### src/rtl/ras_bp_if.sv
// Bundles the fetch, RAS, decode and CSR-event signals of the RAS branch-predictor front end.
// The predictor itself uses the master modport; the surrounding pipeline uses slave.
interface ras_bp_if #(
    parameter int unsigned ADDR_WIDTH = 32
);
    logic                  fetch_bp_valid;
    logic [ADDR_WIDTH-1:0] fetch_bp_pc;
    logic [31:0]           fetch_bp_inst;
    logic                  bp_fetch_ready;

    logic [ADDR_WIDTH-1:0] bp_ras_addr;
    logic                  bp_ras_push;
    logic                  bp_ras_pop;
    logic [ADDR_WIDTH-1:0] ras_bp_addr;

    logic                  bp_decode_valid;
    logic [ADDR_WIDTH-1:0] bp_decode_pc;
    logic [31:0]           bp_decode_inst;
    logic                  bp_decode_jump;
    logic [ADDR_WIDTH-1:0] bp_decode_next_pc;
    logic                  bp_decode_from_ras;
    logic                  decode_bp_ready;

    logic                  flush;
    logic                  bp_csrf_call_add;
    logic                  bp_csrf_ret_add;

    modport master (
        input  fetch_bp_valid, fetch_bp_pc, fetch_bp_inst, ras_bp_addr, decode_bp_ready, flush,
        output bp_fetch_ready, bp_ras_addr, bp_ras_push, bp_ras_pop,
        output bp_decode_valid, bp_decode_pc, bp_decode_inst, bp_decode_jump,
        output bp_decode_next_pc, bp_decode_from_ras, bp_csrf_call_add, bp_csrf_ret_add
    );

    modport slave (
        output fetch_bp_valid, fetch_bp_pc, fetch_bp_inst, ras_bp_addr, decode_bp_ready, flush,
        input  bp_fetch_ready, bp_ras_addr, bp_ras_push, bp_ras_pop,
        input  bp_decode_valid, bp_decode_pc, bp_decode_inst, bp_decode_jump,
        input  bp_decode_next_pc, bp_decode_from_ras, bp_csrf_call_add, bp_csrf_ret_add
    );
endinterface

### src/rtl/ras_bp_ctrl.sv
// RAS front end: decodes JAL/JALR call/return hints, drives RAS push/pop, predicts the next PC
// and registers the instruction plus prediction into a single valid/ready output stage.
module ras_bp_ctrl #(
    parameter int unsigned ADDR_WIDTH = 32,
    parameter int unsigned SHADOW_MAX = 255
) (
    input logic     clk,
    input logic     rst,
    ras_bp_if.master bus
);
    localparam logic [6:0] OpJal     = 7'b1101111;
    localparam logic [6:0] OpJalr    = 7'b1100111;
    localparam logic [7:0] ShadowMax = 8'(SHADOW_MAX);

    logic [6:0] opcode;
    logic [4:0] rd;
    logic [4:0] rs1;
    logic [2:0] funct3;
    logic       is_jal;
    logic       is_jalr;
    logic       link_rd;
    logic       link_rs1;
    logic       ready;
    logic       accept;
    logic       push;
    logic       pop;

    logic [ADDR_WIDTH-1:0] pc_plus4;
    logic [ADDR_WIDTH-1:0] j_imm;
    logic                  pred_jump;
    logic [ADDR_WIDTH-1:0] pred_next_pc;
    logic                  pred_from_ras;

    logic                  valid_q;
    logic [ADDR_WIDTH-1:0] pc_q;
    logic [31:0]           inst_q;
    logic                  jump_q;
    logic [ADDR_WIDTH-1:0] next_pc_q;
    logic                  from_ras_q;
    logic [7:0]            shadow_q;
    logic [7:0]            shadow_d;

    assign opcode   = bus.fetch_bp_inst[6:0];
    assign rd       = bus.fetch_bp_inst[11:7];
    assign funct3   = bus.fetch_bp_inst[14:12];
    assign rs1      = bus.fetch_bp_inst[19:15];
    assign is_jal   = (opcode == OpJal);
    assign is_jalr  = (opcode == OpJalr) && (funct3 == 3'b000);
    assign link_rd  = (rd == 5'd1) || (rd == 5'd5);
    assign link_rs1 = (rs1 == 5'd1) || (rs1 == 5'd5);

    // Holding rst low also holds ready low, which suppresses every accept-side strobe.
    assign ready  = rst && !bus.flush && (!valid_q || bus.decode_bp_ready);
    assign accept = bus.fetch_bp_valid && ready;

    // Every linking JALR pushes; it also pops when rs1 links and is not the same register.
    assign push = accept && ((is_jal && link_rd) || (is_jalr && link_rd));
    assign pop  = accept && is_jalr && link_rs1 && (!link_rd || (rd != rs1));

    assign pc_plus4 = bus.fetch_bp_pc + ADDR_WIDTH'(4);
    assign j_imm    = {{(ADDR_WIDTH-20){bus.fetch_bp_inst[31]}}, bus.fetch_bp_inst[19:12],
                       bus.fetch_bp_inst[20], bus.fetch_bp_inst[30:21], 1'b0};

    always_comb begin
        pred_jump     = 1'b0;
        pred_next_pc  = pc_plus4;
        pred_from_ras = 1'b0;
        if (is_jal) begin
            pred_jump    = 1'b1;
            pred_next_pc = bus.fetch_bp_pc + j_imm;
        end else if (pop && (shadow_q != 8'd0)) begin
            // An empty shadow means the RAS top is not trustworthy, so fall through instead.
            pred_jump     = 1'b1;
            pred_next_pc  = bus.ras_bp_addr;
            pred_from_ras = 1'b1;
        end
    end

    always_comb begin
        shadow_d = shadow_q;
        if (push && !pop && (shadow_q != ShadowMax)) begin
            shadow_d = shadow_q + 8'd1;
        end else if (pop && !push && (shadow_q != 8'd0)) begin
            shadow_d = shadow_q - 8'd1;
        end
    end

    always_ff @(posedge clk or negedge rst) begin
        if (!rst) begin
            valid_q    <= 1'b0;
            pc_q       <= '0;
            inst_q     <= '0;
            jump_q     <= 1'b0;
            next_pc_q  <= '0;
            from_ras_q <= 1'b0;
            shadow_q   <= 8'd0;
        end else begin
            if (bus.flush) begin
                valid_q <= 1'b0;
            end else if (accept) begin
                valid_q    <= 1'b1;
                pc_q       <= bus.fetch_bp_pc;
                inst_q     <= bus.fetch_bp_inst;
                jump_q     <= pred_jump;
                next_pc_q  <= pred_next_pc;
                from_ras_q <= pred_from_ras;
            end else if (valid_q && bus.decode_bp_ready) begin
                valid_q <= 1'b0;
            end
            shadow_q <= shadow_d;
        end
    end

    assign bus.bp_fetch_ready     = ready;
    assign bus.bp_ras_addr        = pc_plus4;
    assign bus.bp_ras_push        = push;
    assign bus.bp_ras_pop         = pop;
    assign bus.bp_csrf_call_add   = push;
    assign bus.bp_csrf_ret_add    = pop;
    assign bus.bp_decode_valid    = valid_q;
    assign bus.bp_decode_pc       = pc_q;
    assign bus.bp_decode_inst     = inst_q;
    assign bus.bp_decode_jump     = jump_q;
    assign bus.bp_decode_next_pc  = next_pc_q;
    assign bus.bp_decode_from_ras = from_ras_q;
endmodule

### src/flat_wrapper.sv
// flat-port wrapper written by rule: the top's interface ports become plain ports
module ras_bp_ctrl_flat 
#(
    parameter int unsigned ADDR_WIDTH = 32,
    parameter int unsigned SHADOW_MAX = 255
)
  (clk, rst, bus_fetch_bp_valid, bus_fetch_bp_pc, bus_fetch_bp_inst, bus_ras_bp_addr, bus_decode_bp_ready, bus_flush, bus_bp_fetch_ready, bus_bp_ras_addr, bus_bp_ras_push, bus_bp_ras_pop, bus_bp_decode_valid, bus_bp_decode_pc, bus_bp_decode_inst, bus_bp_decode_jump, bus_bp_decode_next_pc, bus_bp_decode_from_ras, bus_bp_csrf_call_add, bus_bp_csrf_ret_add);
  ras_bp_if #(.ADDR_WIDTH(ADDR_WIDTH)) bus_i ();
  input logic clk;
  input logic rst;
  input wire logic [$bits(bus_i.fetch_bp_valid)-1:0] bus_fetch_bp_valid;
  input wire logic [$bits(bus_i.fetch_bp_pc)-1:0] bus_fetch_bp_pc;
  input wire logic [$bits(bus_i.fetch_bp_inst)-1:0] bus_fetch_bp_inst;
  input wire logic [$bits(bus_i.ras_bp_addr)-1:0] bus_ras_bp_addr;
  input wire logic [$bits(bus_i.decode_bp_ready)-1:0] bus_decode_bp_ready;
  input wire logic [$bits(bus_i.flush)-1:0] bus_flush;
  output wire logic [$bits(bus_i.bp_fetch_ready)-1:0] bus_bp_fetch_ready;
  output wire logic [$bits(bus_i.bp_ras_addr)-1:0] bus_bp_ras_addr;
  output wire logic [$bits(bus_i.bp_ras_push)-1:0] bus_bp_ras_push;
  output wire logic [$bits(bus_i.bp_ras_pop)-1:0] bus_bp_ras_pop;
  output wire logic [$bits(bus_i.bp_decode_valid)-1:0] bus_bp_decode_valid;
  output wire logic [$bits(bus_i.bp_decode_pc)-1:0] bus_bp_decode_pc;
  output wire logic [$bits(bus_i.bp_decode_inst)-1:0] bus_bp_decode_inst;
  output wire logic [$bits(bus_i.bp_decode_jump)-1:0] bus_bp_decode_jump;
  output wire logic [$bits(bus_i.bp_decode_next_pc)-1:0] bus_bp_decode_next_pc;
  output wire logic [$bits(bus_i.bp_decode_from_ras)-1:0] bus_bp_decode_from_ras;
  output wire logic [$bits(bus_i.bp_csrf_call_add)-1:0] bus_bp_csrf_call_add;
  output wire logic [$bits(bus_i.bp_csrf_ret_add)-1:0] bus_bp_csrf_ret_add;
  assign bus_i.fetch_bp_valid = bus_fetch_bp_valid;
  assign bus_i.fetch_bp_pc = bus_fetch_bp_pc;
  assign bus_i.fetch_bp_inst = bus_fetch_bp_inst;
  assign bus_i.ras_bp_addr = bus_ras_bp_addr;
  assign bus_i.decode_bp_ready = bus_decode_bp_ready;
  assign bus_i.flush = bus_flush;
  assign bus_bp_fetch_ready = bus_i.bp_fetch_ready;
  assign bus_bp_ras_addr = bus_i.bp_ras_addr;
  assign bus_bp_ras_push = bus_i.bp_ras_push;
  assign bus_bp_ras_pop = bus_i.bp_ras_pop;
  assign bus_bp_decode_valid = bus_i.bp_decode_valid;
  assign bus_bp_decode_pc = bus_i.bp_decode_pc;
  assign bus_bp_decode_inst = bus_i.bp_decode_inst;
  assign bus_bp_decode_jump = bus_i.bp_decode_jump;
  assign bus_bp_decode_next_pc = bus_i.bp_decode_next_pc;
  assign bus_bp_decode_from_ras = bus_i.bp_decode_from_ras;
  assign bus_bp_csrf_call_add = bus_i.bp_csrf_call_add;
  assign bus_bp_csrf_ret_add = bus_i.bp_csrf_ret_add;
  ras_bp_ctrl #(.ADDR_WIDTH(ADDR_WIDTH), .SHADOW_MAX(SHADOW_MAX)) u_core (.clk(clk), .rst(rst), .bus(bus_i));
endmodule
### config.mk
export PLATFORM = sky130hd
export DESIGN_NAME = ras_bp_ctrl_flat
export DESIGN_NICKNAME = d
export VERILOG_FILES = /design/src/rtl/ras_bp_if.sv /design/src/rtl/ras_bp_ctrl.sv /design/src/flat_wrapper.sv
export SDC_FILE = /design/constraint.sdc
export NUM_CORES = 1
export LEC_CHECK = 0
export BUFFER_PORTS_ARGS = -buffer_cell sky130_fd_sc_hd__buf_2
export CORE_MARGIN = 1
export CORE_UTILIZATION = 50
export DETAILED_ROUTE_END_ITERATION = 10
export HOLD_SLACK_MARGIN = 0.02
export PLACE_DENSITY_LB_ADDON = 0.12
export SETUP_SLACK_MARGIN = 0.2
export SLEW_MARGIN = 20
export SYNTH_ARGS = -nofsm -noshare
export SYNTH_HDL_FRONTEND = slang
export SYNTH_SLANG_ARGS = --single-unit
### constraint.sdc
create_clock -name clk -period 3.44 [get_ports clk]
set_input_delay 0.172 -clock clk [delete_from_list [all_inputs] [get_ports clk]]
set_output_delay 0.172 -clock clk [all_outputs]
set_load 0.02 [all_outputs]
# Yosys cells after proc, flatten, opt, wreduce, memory -nomap -nowiden
# Cells that the tools add are included.
# classes
addsub	4
n_eq_ne	8
bitwise_logic	1
n_mux	10
n_reduce_logical	31
# op_table
op	n
$mux W32	2
$add A32 B3 Y32 const B	1
$add A32 B32 Y32	1
$logic_and A1 B1 Y1	16
$mux W8	2
$eq A7 B7 Y1 const B	2
$eq A5 B1 Y1 const B	2
$eq A5 B3 Y1 const B	2
$add A8 B1 Y8 const B	1
$ne A8 B8 Y1 const B	1
$reduce_bool A8 Y1	1
$sub A8 B1 Y8 const B	1
$mux W1	6
$logic_not A1 Y1	5
$logic_or A1 B1 Y1	5
$ne A5 B5 Y1	1
$logic_not A3 Y1	1
$reduce_bool A3 Y1	1
$reduce_and A2 Y1	1
$reduce_bool A2 Y1	1
$not A1 Y1	1
# totals
ff_bits	107
out_inout_bits	136
word_cells	61
in_bits	101

# Depth between registers and ports, before layout
# depth
ltp_word	11
ltp_mapped	14
depth_no_buf	13

# Least setup slack after synthesis
# No wires, ideal clock.
# synth_timing
path_type	reg-to-reg
startpoint	register u_core.valid_q (netlist: u_core.bus.bp_decode_valid)
endpoint	register u_core.shadow_q[7]
period_less_slack_ns	3.270
arrival_time_ns	3.190
path_buffers	1
setup_time_ns	0.079
path_stages_with_launch	15
required_time_ns	3.361
path_slack_ns	0.170
path_cell_list	dfrtp_1 nand2b_1 and4b_1 clkbuf_1 o2111a_1 o211ai_1 ha_1 a21o_1 a21oi_1 o21bai_1 a21oi_1 o21bai_1 a21oi_1 mux2i_1 xor2_1
# synth_via
elab_cells_between_ends	16
cone_classes	mux (1); reduce/logical (15)
# synth_rtl
item	line_no	source
start, declared	ras_bp_ctrl.sv:34	logic valid_q;
start signal, assigned	ras_bp_ctrl.sv:90	valid_q <= 1'b0;
start signal, assigned	ras_bp_ctrl.sv:99	valid_q <= 1'b0;
start signal, assigned	ras_bp_ctrl.sv:101	valid_q <= 1'b1;
$logic_not A1 Y1 (*)	ras_bp_ctrl.sv:53	assign ready = rst && !bus.flush && (!valid_q || bus.decode_bp_ready);
$logic_or A1 B1 Y1 (*)	ras_bp_ctrl.sv:53	
$logic_and A1 B1 Y1 (*)	ras_bp_ctrl.sv:53	
$logic_and A1 B1 Y1 (*)	ras_bp_ctrl.sv:54	assign accept = bus.fetch_bp_valid && ready;
$logic_and A1 B1 Y1 (*)	ras_bp_ctrl.sv:57	assign push = accept && ((is_jal && link_rd) || (is_jalr && link_rd));
net bus_bp_csrf_call_add	flat_wrapper.sv:27	output wire logic [$bits(bus_i.bp_csrf_call_add)-1:0] bus_bp_csrf_call_add;
$logic_not A1 Y1	ras_bp_ctrl.sv:83	end else if (pop && !push && (shadow_q != 8'd0)) begin
$logic_and A1 B1 Y1 (2 in series)	ras_bp_ctrl.sv:83	
$reduce_bool A2 Y1 (no source line)	n/a	
end signal, assigned	ras_bp_ctrl.sv:110	shadow_q <= shadow_d;
end, declared	ras_bp_ctrl.sv:40	logic [7:0] shadow_q;
# The timed path passes the listed nets; every way through them passes the cells marked *.
# A chain may end at the register's enable or synchronous reset.

# Worst setup path after layout
# layout_timing
startpoint	input bus_fetch_bp_inst[5]
endpoint	register u_core.shadow_q[7]
# layout_via
elab_chain_len	9
elab_cells_between_ends	18
cone_classes	eq/ne (2); mux (1); reduce/logical (15)
# layout_rtl
item	line_no	source
start, declared	flat_wrapper.sv:13	input wire logic [$bits(bus_i.fetch_bp_inst)-1:0] bus_fetch_bp_inst;
$eq A7 B7 Y1	ras_bp_ctrl.sv:48	assign is_jalr = (opcode == OpJalr) && (funct3 == 3'b000);
$logic_and A1 B1 Y1	ras_bp_ctrl.sv:48	
$logic_and A1 B1 Y1, on equally long branches	ras_bp_ctrl.sv:58, ras_bp_ctrl.sv:57	
$logic_and A1 B1 Y1 or $logic_or A1 B1 Y1 (tied branches)	ras_bp_ctrl.sv:58, ras_bp_ctrl.sv:57	
$logic_and A1 B1 Y1, on equally long branches	ras_bp_ctrl.sv:58, ras_bp_ctrl.sv:57	
$logic_not A1 Y1, on equally long branches	ras_bp_ctrl.sv:81, ras_bp_ctrl.sv:83	
$logic_and A1 B1 Y1, on equally long branches (2 in series)	ras_bp_ctrl.sv:81, ras_bp_ctrl.sv:83	
$mux W8 or $reduce_bool A2 Y1 (tied branches)	n/a	
# Several ways; a longest one is shown, not always the timed one.

==> impl_metrics.env <==
export IMPL_min_period_over_period_pct=87.7
export IMPL_clk_latency_ns=0.36
export IMPL_crit_chain="dlygate4sd3_1, buf_2, nand4_1, nor3b_2, buf_4, o2111a_2, o211ai_1, buf_4, ha_1, a21oi_2, o21bai_1, a21oi_2, o21bai_1, a21oi_1, mux2i_1, xor2_1"
export IMPL_drv_cap=0
export IMPL_critPathCaptureType="flop"
export IMPL_setup_viol=0
export IMPL_p_int_mw=2.40
export IMPL_fmax_mhz=332
export IMPL_pre_cts_slack_ns=0.329
export IMPL_rsz0062_at_grt="no"
export IMPL_gp_congestion=0.875
export IMPL_synthArstFlopShare_pct=100
export IMPL_arrival_ns=3.30
export IMPL_rrSetupSlack_ns=0.60
export IMPL_p_clk_share_pct=26.8
export IMPL_power_switching_share_pct=36.9
export IMPL_dpl_hpwl_mm=15.3
export IMPL_dominantRegCellSynth="dfrtp_1"
export IMPL_power_frac_comb_pct=32.2
export IMPL_hold_viol_final=0
export IMPL_pwr_share_seq_pct=41.0
export IMPL_power_leakage_nw=4.45
export IMPL_final_cell_mix="nand2_1, buf_2, dfrtp_1, nor2_1, a21oi_1"
export IMPL_holdWs_ns=0.0321
export IMPL_crit_family="compound AO/OA/AOI/OAI gates"
export IMPL_ys_types=62
export IMPL_ys_seq_area_share_pct=39.9
export IMPL_period_needed_ns=3.02
export IMPL_worst_slew_pin_slew_ns=0.775
export IMPL_die_w_um=118
export IMPL_drtAntennaViolNets=0
export IMPL_syn_area_per_cell_um2=8.30
export IMPL_reg2reg_depth=13
export IMPL_placed_area_um2=8090
export IMPL_htreeDepth=3
export IMPL_cts_sinks=107
export IMPL_cp_required_ns=3.72
export IMPL_dieHeight_um=118
export IMPL_drv_slew=0
export IMPL_layout_drive_gt1_share_pct=27.6
export IMPL_vias_per_cell=5.47
export IMPL_syn_to_final_growth_pct=26.5
export IMPL_core_area_um2=12900
export IMPL_min_delay_start="bus_fetch_bp_inst[23]"
export IMPL_synth_warning_count=0
export IMPL_cts_setup_buffers=0
export IMPL_grt_usage_pct=29.8
export IMPL_synthCells=809
export IMPL_via_count=6678
export IMPL_r2r_end="u_core.shadow_q[7]"
export IMPL_final_cell_area_um2=8500
export IMPL_first_iter_violations=592
export IMPL_ir_drop_uv=442
export IMPL_clk_pin_slew_worst_paths_ns=0.08
export IMPL_fin_setup_tns_ns=0
export IMPL_critPathKind="primary input to flop"
export IMPL_wl_per_cell_um=16.6
export IMPL_layout_commonest_cell="nand2_1"
export IMPL_clock_path_buffers=2
export IMPL_synth_fp_nets=949
export IMPL_synth_seq_cells=107
export IMPL_portBuffers=236
export IMPL_whs_path_depth=3
export IMPL_start_util_pct=52.1
export IMPL_row_count=41
export IMPL_routed_wl_mm=20.3
export IMPL_relSlewSlack_pct=48.4
export IMPL_clk_root_buffer_cell="clkbuf_16"
export IMPL_ios=237
export IMPL_grt_start_max_net_pins=68
export IMPL_cp_slowest_cell="dlygate4sd3_1"
export IMPL_min_to="u_core.bus.bp_decode_inst[23]"
export IMPL_nets=1182
export IMPL_drtPass1Iterations=8
export IMPL_worst_setup_path_start_kind="primary input"
export IMPL_grt_pass1_vias=6449
export IMPL_crit_path_max_fanout=8
export IMPL_r2r_start="u_core.bus.bp_decode_valid"
export IMPL_path_buf_inv=4
export IMPL_grt_first_pass_wirelength_mm=33.1
export IMPL_synth_edf_count=0
export IMPL_p_per_area_nw_per_um2=447
export IMPL_status="finished, final reports clean"
export IMPL_cpPeakStageDelay_ns=0.54
export IMPL_tritoncts="done"
export IMPL_die_area_um2=13900
export IMPL_overflow=0
export IMPL_p_switching_mw=1.40
export IMPL_syn_area_um2=6710
export IMPL_fin_skew_ns=0.00968
export IMPL_layout_setup_ws_ns=0.424
export IMPL_hold_path_class="primary input to flop"
export IMPL_antenna_found_initial=1
export IMPL_cts_buffers=9
export IMPL_drc=0
## repair_timing
action                     in CTS  in global routing
resized for setup               0                  4
setup endpoints to repair       0                  2
hold endpoints to repair       58                  0
hold buffers                   10                  0
## final cells by class
class                           instances  area (µm²)
Fill cell                            1141        4380
Clock inverter                          7        60.1
Multi-Input combinational cell        646        3850
Antenna cell                            1        2.50
Sequential cell                       107        2680
Timing Repair Buffer                  261        1400
Inverter                               17        63.8
Clock buffer                            9         225
Tap cell                              172         215
## metal layers
metal	routed length (µm)	track usage, %	vias to the layer above
met3	1060	6.44	34
met4	475	8.81	0
li1	-	-	3263
met5	0	0	-
met2	9390	47.8	233
met1	9330	40.4	3148
## worst register-to-register path, stage by stage (launching register included)
cell and delay, ns:
dfrtp_1 0.38, nand2b_1 0.10, and4b_4 0.30, o2111a_2 0.24
o211ai_1 0.11, buf_4 0.19, ha_1 0.33, a21oi_2 0.18
o21bai_1 0.10, a21oi_2 0.18, o21bai_1 0.08, a21oi_1 0.19
mux2i_1 0.23, xor2_1 0.16
## worst max-delay path by stage
stage / end / start / cells after the start
after floorplan: u_core.shadow_q[7] / u_core.bus.bp_decode_valid / 14
after global placement: u_core.shadow_q[7] / bus_fetch_bp_inst[3] / 14
after detailed placement: u_core.shadow_q[7] / bus_fetch_bp_inst[3] / 14
after CTS: u_core.shadow_q[7] / bus_fetch_bp_inst[8] / 15
after global routing: u_core.shadow_q[7] / bus_fetch_bp_inst[5] / 16
final: u_core.shadow_q[7] / bus_fetch_bp_inst[5] / 16
## flip-flops by register name (all words and copies together) (netlist names)
signal                         cells
u_core.bus.bp_decode_jump          1
u_core.bus.bp_decode_valid         1
u_core.bus.bp_decode_pc           32
u_core.shadow_q                    8
u_core.bus.bp_decode_from_ras      1
u_core.bus.bp_decode_inst         32
u_core.bus.bp_decode_next_pc      32
## per-stage QoR
stage	std cells	util, %	total power [mW]
final	1220	66.0	3.80
after global routing	1220	66.0	4.02
after CTS	1219	65.8	3.83
after detailed placement	1193	62.8	2.80
after global placement	1193	62.8	2.77
after floorplan	809	-	2.32
## kinds of logic (layout without fill, tap and decap cells)
family	Yosys count	after routing	share of synthesized area, %
other cells	0	1	0
flops	107	107	39.9
xor+xnor	57	57	7.44
mux	5	5	0.764
fa+ha+maj	39	39	7.49
simple gates	376	376	24.3
buf+inv	56	294	3.37
compound gates	169	169	16.7
## cells in the mapped netlist, drive strengths merged, types with 3 or more instances
| cell type | instances | area [µm²] |
|---|---|---|
| o21a | 3 | 22.5 |
| o21ai | 31 | 155 |
| nand4 | 9 | 56.3 |
| a21oi | 46 | 230 |
| nor2b | 3 | 18.8 |
| mux2i | 4 | 40.0 |
| a31oi | 17 | 106 |
| ha | 37 | 463 |
| inv | 17 | 63.8 |
| and2 | 5 | 31.3 |
| o31ai | 4 | 43.8 |
| buf | 7 | 42.5 |
| nor2 | 49 | 184 |
| dfrtp | 107 | 2680 |
| a221oi | 15 | 138 |
| nand3 | 24 | 138 |
| clkbuf | 32 | 120 |
| nand2 | 243 | 912 |
| xor2 | 22 | 193 |
| a22oi | 14 | 105 |
| nand2b | 5 | 31.3 |
| xnor2 | 35 | 307 |
| a21o | 14 | 105 |
| nor3 | 9 | 45.0 |
| and3 | 12 | 75.1 |
| o211ai | 3 | 22.5 |
| o21bai | 5 | 37.5 |
| nor4 | 4 | 31.3 |
## power by group through the flow
stage	Combinational, mW	Sequential (mW)	Clock [mW]
floorplan	0.486	1.83	0
global placement	1.20	1.58	0
detailed placement	1.22	1.58	0
CTS	1.23	1.56	1.04
global route	1.34	1.59	1.10
finish	1.22	1.56	1.02
Power figures use the tool's default switching activity.
